[config.mk]
export PLATFORM = sky130hd
export DESIGN_NAME = fir_mac_seq
export DESIGN_NICKNAME = d
export VERILOG_FILES = /design/src/rtl/fir_mac_seq.sv
export SDC_FILE = /design/constraint.sdc
export NUM_CORES = 1
export LEC_CHECK = 0
export ABC_AREA = 1
export CAP_MARGIN = 20
export CELL_PAD_IN_SITES_DETAIL_PLACEMENT = 0
export CELL_PAD_IN_SITES_GLOBAL_PLACEMENT = 1
export CORE_MARGIN = 3
export CORE_UTILIZATION = 39
export CTS_BUF_LIST = sky130_fd_sc_hd__clkbuf_4 sky130_fd_sc_hd__clkbuf_8 sky130_fd_sc_hd__clkbuf_16
export DETAILED_ROUTE_END_ITERATION = 10
export MAX_ROUTING_LAYER = met4
export PLACE_DENSITY = 0.76
export SLEW_MARGIN = 10
export SYNTH_ARGS = -nofsm -noshare
export SYNTH_HDL_FRONTEND = slang
export SYNTH_SLANG_ARGS = --single-unit
[constraint.sdc]
create_clock -name clk -period 4.2 [get_ports clk]
set_input_delay 0.63 -clock clk [delete_from_list [all_inputs] [get_ports clk]]
set_output_delay 0.63 -clock clk [all_outputs]
set_load 0.02 [all_outputs]
[src/rtl/fir_mac_seq.sv]
// fir_mac_seq: sequencer and multiply-accumulate stage for the FIR datapath.
// Sits directly after the addressable delay line (asr). Each accepted sample
// is presented on asr_d. The block then sweeps the tap address, multiplies
// every returned tap by its coefficient and accumulates the products. Finally
// it shifts the delay line once and emits one scaled, saturated output.
//
// Ports:
//   clk        rising-edge clock
//   clr        synchronous active-high reset (also drives asr_clr)
//   in_valid   input sample strobe; taken only while in_ready is high
//   in_ready   high in IDLE only
//   in_data    signed input sample
//   asr_d      registered copy of the accepted sample, to the delay line
//   asr_en     single-cycle delay-line shift pulse
//   asr_clr    delay-line clear, equal to clr
//   asr_add    registered tap address
//   asr_q      combinational tap value at asr_add
//   coef_add   coefficient ROM address (same as asr_add)
//   coef       signed coefficient at coef_add
//   out_valid  one-cycle result strobe
//   out_data   signed filter output, held until the next result
//
// state  | meaning
// IDLE   | waiting for a sample, in_ready high
// MAC    | one tap per cycle: multiply, accumulate previous product
// ACC    | fold in the final product
// SHIFT  | pulse asr_en, register the scaled/saturated result
module fir_mac_seq #(
  parameter int WIDTH_DATA    = 8,
  parameter int WIDTH_COEF    = 8,
  parameter int N_TAPS        = 16,
  parameter int WIDTH_MAC_OUT = 8,
  parameter int OUT_SHIFT     = 7
) (
  input  logic                              clk,
  input  logic                              clr,
  input  logic                              in_valid,
  output logic                              in_ready,
  input  logic signed [WIDTH_DATA-1:0]      in_data,
  output logic signed [WIDTH_DATA-1:0]      asr_d,
  output logic                              asr_en,
  output logic                              asr_clr,
  output logic [$clog2(N_TAPS)-1:0]         asr_add,
  input  logic signed [WIDTH_DATA-1:0]      asr_q,
  output logic [$clog2(N_TAPS)-1:0]         coef_add,
  input  logic signed [WIDTH_COEF-1:0]      coef,
  output logic                              out_valid,
  output logic signed [WIDTH_MAC_OUT-1:0]   out_data
);

  localparam int ADD_W  = $clog2(N_TAPS);
  localparam int PROD_W = WIDTH_DATA + WIDTH_COEF;
  localparam int ACC_W  = PROD_W + ADD_W;

  localparam logic [1:0] S_IDLE  = 2'd0;
  localparam logic [1:0] S_MAC   = 2'd1;
  localparam logic [1:0] S_ACC   = 2'd2;
  localparam logic [1:0] S_SHIFT = 2'd3;

  localparam logic [ADD_W-1:0] TAP_LAST = ADD_W'(N_TAPS - 1);

  // Clamp limits expressed at accumulator width; ~max is -(max+1) = min.
  localparam logic signed [ACC_W-1:0] SAT_MAX = ACC_W'((64'sd1 <<< (WIDTH_MAC_OUT - 1)) - 64'sd1);
  localparam logic signed [ACC_W-1:0] SAT_MIN = ~SAT_MAX;

  logic [1:0]                       state;
  logic [ADD_W-1:0]                 tap;
  logic signed [ACC_W-1:0]          acc;
  logic signed [PROD_W-1:0]         prod;
  logic                             prod_valid;
  logic signed [ACC_W-1:0]          acc_shifted;
  logic signed [WIDTH_MAC_OUT-1:0]  acc_sat;

  assign in_ready = (state == S_IDLE);
  assign asr_clr  = clr;
  // Gated by clr so an abort during SHIFT never shifts the line.
  assign asr_en   = (state == S_SHIFT) && !clr;
  assign asr_add  = tap;
  assign coef_add = tap;

  always_comb begin
    acc_shifted = acc >>> OUT_SHIFT;
    acc_sat     = acc_shifted[WIDTH_MAC_OUT-1:0];
    if (acc_shifted > SAT_MAX)
      acc_sat = SAT_MAX[WIDTH_MAC_OUT-1:0];
    else if (acc_shifted < SAT_MIN)
      acc_sat = SAT_MIN[WIDTH_MAC_OUT-1:0];
  end

  always_ff @(posedge clk) begin
    if (clr) begin
      state      <= S_IDLE;
      tap        <= '0;
      acc        <= '0;
      prod       <= '0;
      prod_valid <= 1'b0;
      asr_d      <= '0;
      out_valid  <= 1'b0;
      out_data   <= '0;
    end else begin
      out_valid <= 1'b0;
      case (state)
        S_IDLE: begin
          if (in_valid) begin
            asr_d      <= in_data;
            tap        <= '0;
            acc        <= '0;
            prod_valid <= 1'b0;
            state      <= S_MAC;
          end
        end
        S_MAC: begin
          // Product is pipelined one cycle; the last one is folded in ACC.
          prod       <= PROD_W'(asr_q) * PROD_W'(coef);
          prod_valid <= 1'b1;
          if (prod_valid)
            acc <= acc + ACC_W'(prod);
          tap <= tap + 1'b1;
          if (tap == TAP_LAST)
            state <= S_ACC;
        end
        S_ACC: begin
          acc   <= acc + ACC_W'(prod);
          state <= S_SHIFT;
        end
        S_SHIFT: begin
          out_data  <= acc_sat;
          out_valid <= 1'b1;
          state     <= S_IDLE;
        end
        default: state <= S_IDLE;
      endcase
    end
  end

endmodule

======== Word-level counts from Yosys, hierarchy flattened ========
Index checks and enable logic that the tools add are counted.
cells by class
  $add $sub $neg .......................... 2
  $mul .................................... 1
  order comparisons ....................... 2
  equality and inequality tests ........... 7
  multiplexer cells ....................... 13
  reduce and logical (&&, ||, !) cells .... 9
operator list
  operator                                                         number
  case mux 20 bit (3 select lines)                                 1
  2-to-1 mux 20 bit                                                2
  adder 20 x 16 -> 20 bit                                          1
  multiplier 8 x 8 -> 16 bit                                       1
  2-to-1 mux 8 bit                                                 2
  greater-than comparator 13 x 8 -> 1 bit (second input constant)  1
  less-than comparator 13 x 8 -> 1 bit (second input constant)     1
  case mux 2 bit (4 select lines)                                  1
  case mux 4 bit (2 select lines)                                  1
  != test 2 bit (second input constant)                            3
  AND reduction 2 bit                                              3
  adder 4 x 1 -> 4 bit (second input constant)                     1
  == test 2 bit (second input constant)                            2
  == test 4 bit (second input constant)                            1
  2-to-1 mux 2 bit                                                 2
  2-to-1 mux 4 bit                                                 1
  AND reduction 3 bit                                              1
  nonzero test 3 bit                                               1
  == test 2 x 1 -> 1 bit (second input constant)                   1
  logical NOT 2 bit                                                1
  2-to-1 mux 1 bit                                                 2
  case mux 1 bit (2 select lines)                                  1
  nonzero test 2 bit                                               1
  logical AND 1 bit                                                1
  logical NOT 1 bit                                                1
word-level totals
  flip-flop bits (word level) ............. 60
  input bits .............................. 27
  output and inout bits ................... 28
  logic and storage cells ................. 42

======== Longest topological paths before layout ========
  depth in word-level cells ............... 3
  depth in mapped cells ................... 22

======== Worst setup path before layout ========
Ideal clock, no wire load.
  path type ............................... input -> register
  start ................................... input port asr_q[0]
  end ..................................... register prod[10]
  setup time .............................. 0.109 ns
  data arrival time ....................... 4.391 ns
  required time ........................... 4.091 ns
  path slack .............................. -0.300 ns
  stages .................................. 19
  path buffers ............................ 1
  cell sequence ........................... clkbuf_1 > or2_2 > fa_1 > fa_1 > inv_1 > fa_1 > inv_1 > fa_1 > inv_1 > ha_1 > a21oi_1 > nand2_1 > nand2_1 > nand2_1 > nand2_1 > a21oi_1 > nand3b_1 > nand2_1 > inv_1
on the way
  cells in the longest elaborated chain, start to end .. 1
ends and longest elaborated chain
  element                     RTL line  text
  from (decl)                 44        input logic signed [WIDTH_DATA-1:0] asr_q,
  multiplier 8 x 8 -> 16 bit  114       prod <= PROD_W'(asr_q) * PROD_W'(coef);
  to (signal assigned)        114
  to (decl)                   69        logic signed [PROD_W-1:0] prod;
No other way between the ends.
A chain may end at the register's enable or synchronous reset.

======== Final worst setup path ========
  start ................................... input port asr_q[7]
  end ..................................... register prod[14]
The elaborated chain is that of the path after synthesis.

==> results.ini <==
[sta]
finalHoldViolCount=0
final.setup_skew_ns=0.00561
max_freq_ghz=0.248
slew_violations=0
period_minus_slack_ns=4.03
setup_viol=0
max_slew.worst_pin.slew_ns=0.571
relSlewSlack=0.619
fin_crit_sh=0.960

[worst_setup_path]
slowest_stage=fa_2
critPathCaptureType=flop
critical_path_required_ns=4.43
crit_path_max_incr_delay_ns=0.61
cp.arrival_ns=4.26
crit_fanout=7
cp_top_family=adder cells
crit_start=asr_q[7]
start_kind=input pin
crit_buf_inv=7
r2r-start=state[1]$_SDFFE_PP0P_
path_class=input pin to flop
crit_path_cell_trace=buf_4 -> nand2_4 -> inv_1 -> fa_2 -> inv_4 -> fa_1 -> inv_1 -> fa_1 -> inv_2 -> fa_1 -> inv_2 -> ha_4 -> nand2_1 -> nand2_2 -> a31oi_4 -> nand3_2 -> nand2_1 -> nand2_1 -> o21ai_2 -> inv_1

[synthesis]
ys_types=32
synth_top_cell_area_share=0.194
seq_area_frac_synth=0.194
yosys.area.top_type=dfxtp_1
synthTopCellsByArea=dfxtp_1 19%, fa_1 18%, nand2_1 14%, inv_1 12%, ha_1 11%
synth_area_per_cell_um2=6.75
synth.most_common_cell=nand2_1
syn-cell-area_um2=6200
ys_seq_elements=60
synth-edff-count=0
synthFlopType=dfxtp_1
ys_async_sr_fraction=0
synth_common_cells=237 x nand2_1, 201 x inv_1, 82 x nor2_1, 65 x a21oi_1, 60 x dfxtp_1
yosysWarnings=0
synth.net_count=1055
syn_inst=919

[global_routing]
grt_usage=0.189
overflow=0
grt_start_max_net_pins=41
antenna_found_initial=0
grt_pass1_wl_um=26400
grt_pass1_vias=5446

[clocking]
cts.sinks=60
cts_hold_buf=0
cts-root-buf=clkbuf_16
cts_tree=yes
path_clk_slew_ns=0.05
clockBufferDepth=2
clk_latency_ns=0.34
h-tree-depth=3
numCtsBuffers=9

[place]
io_buffers=54
gp_congestion=0.915
dpl.hpwl_um=12600

[floorplanning]
die-area_um2=17400
io_pins=55
fp.dieH_um=132
initial_core_util=0.403
core_area_um2=15400
die_x_um=132
rows=45

[power]
power.total_uw=5000
p_clk_frac=0.173
pwr-share-seq=0.171
switching_share=0.457
p_int_uw=2710
p_sw_uw=2290
irDropWorstVdd_v=0.000427
p_per_area_nw_per_um2=639
leakagePower_uw=0.00408
power_frac_comb=0.657

[finish]
drive_gt1_frac=0.149
final_util=0.509
layout.nets=1139
diodes=0
syn2layout_area_growth_pct=26.1

[route]
drcViolationCount=0
viasPerCell=4.60
vias=5611
drt_wl_total_um=15400
drt_iter0_drc=271
ant_nets=0
first_pass_iters=5
wire_per_inst_um=12.6

[flow_run]
cap_violations=0

[status]
outcome=completed

[min_path]
min_from=out_data[7]$_SDFFE_PP0P_
hp-class=flop to flop

[path summary, 6_finish.rpt]
path / endpoint / slack, ns / cells past startpoint
max reg2reg: acc[6]$_SDFFE_PP0P_ / 2.12 / 10
min reg2reg: out_data[7]$_SDFFE_PP0P_ / 0.47 / 2
min: out_data[7]$_SDFFE_PP0P_ / 0.47 / 2
max: prod[14]$_SDFFE_PP0P_ / 0.17 / 20
[cell usage in the layout, fill, tap and decap left out, types with 3 or more instances in the layout]
cell | Yosys | layout
clkdlybuf4s50_1 | 0 | 38
nor2_1 | 82 | 77
bufinv_16 | 0 | 3
ha_1 | 53 | 44
nand4_1 | 4 | 4
a21oi_2 | 0 | 4
buf_6 | 1 | 5
buf_4 | 6 | 48
o21ai_2 | 0 | 4
a21oi_1 | 65 | 59
xnor2_1 | 6 | 6
ha_4 | 0 | 8
o21ai_0 | 41 | 35
nand2_2 | 1 | 9
clkbuf_2 | 0 | 13
nand2_1 | 237 | 226
inv_1 | 201 | 187
inv_2 | 3 | 16
nand2_4 | 0 | 3
dfxtp_1 | 60 | 60
nand3_1 | 39 | 35
fa_1 | 56 | 54
nand3_2 | 0 | 4
nor2_2 | 0 | 5
o21ai_1 | 3 | 5
nor3_1 | 4 | 3
a21o_1 | 3 | 3
xor2_1 | 6 | 6
nand3b_1 | 5 | 5
clkbuf_16 | 0 | 9
[power by group through the flow]
stage	clock network [uW]	registers, uW	logic, uW
2_1_floorplan	0	851	2010
3_3_place_gp	0	865	2900
3_5_place_dp	0	864	2910
4_1_cts	880	854	3120
5_1_grt	907	873	3720
6_report	863	853	3280
[metrics by stage]
stage / TNS [ns] / cell area (um^2) / worst slack (ns) / hold WS (ns) / instances
2_1_floorplan: 0 / 6310 / 0.00569 / 0.446 / 919
3_3_place_gp: -5.34 / 7310 / -0.724 / 0.453 / 1201
3_5_place_dp: -5.45 / 7310 / -0.703 / 0.460 / 1201
4_1_cts: 0 / 7780 / 0.00342 / 0.468 / 1218
5_1_grt: -0.0321 / 7820 / -0.0321 / 0.487 / 1219
6_report: 0 / 7820 / 0.169 / 0.466 / 1219
[repair_timing]
| action | CTS | global route |
|---|---|---|
| hold endpoints to repair | 0 | 0 |
| pin swaps | 13 | 33 |
| gates cloned | 0 | 0 |
| resized for setup | 41 | 71 |
| endpoints found under the setup margin | 9 | 8 |
| buffers inserted | 1 | 1 |
[layer usage]
layer / GRT usage / up-vias / part of all wire
li1: - / 2958 / -
met1: 0.265 / 2570 / 0.51
met2: 0.288 / 70 / 0.44
met3: 0.0336 / 13 / 0.037
met4: 0.0368 / 0 / 0.0079
met5: - / - / 0
[sequential cells by signal, summed over array words and instances, names as in the netlist]
register	flops
asr_add	4
asr_d	8
prod_valid	1
out_data	8
prod	16
state	2
acc	20
out_valid	1
[worst register-to-register path, delay by kind of cell, from the launching register on]
family / cells / cell delay, ns
flip-flops: 1 / 0.35
AND/OR/NAND/NOR: 3 / 0.52
buffers and inverters: 3 / 0.55
adder cells (fa/ha/maj): 1 / 0.20
AO/OA/AOI/OAI: 3 / 0.38
[cells by family (layout without fill, tap and decap cells)]
kind of cell,after synthesis,after routing,synth area share
AO/OA/AOI/OAI,121,121,0.105
XOR/XNOR,12,12,0.0169
adder cells (fa/ha/maj),109,109,0.288
buffers and inverters,238,327,0.149
flip-flops,60,60,0.194
AND/OR/NAND/NOR,379,379,0.248
[cell type report]
class	instances	area (um^2)
flip-flops and latches	60	1200
multi-input cells	621	4340
inverters	205	772
well taps	211	264
clock inverters	7	123
repair buffers	106	892
fillers	1561	7550
clock buffers	9	225
(Power assumes the default switching activity.)
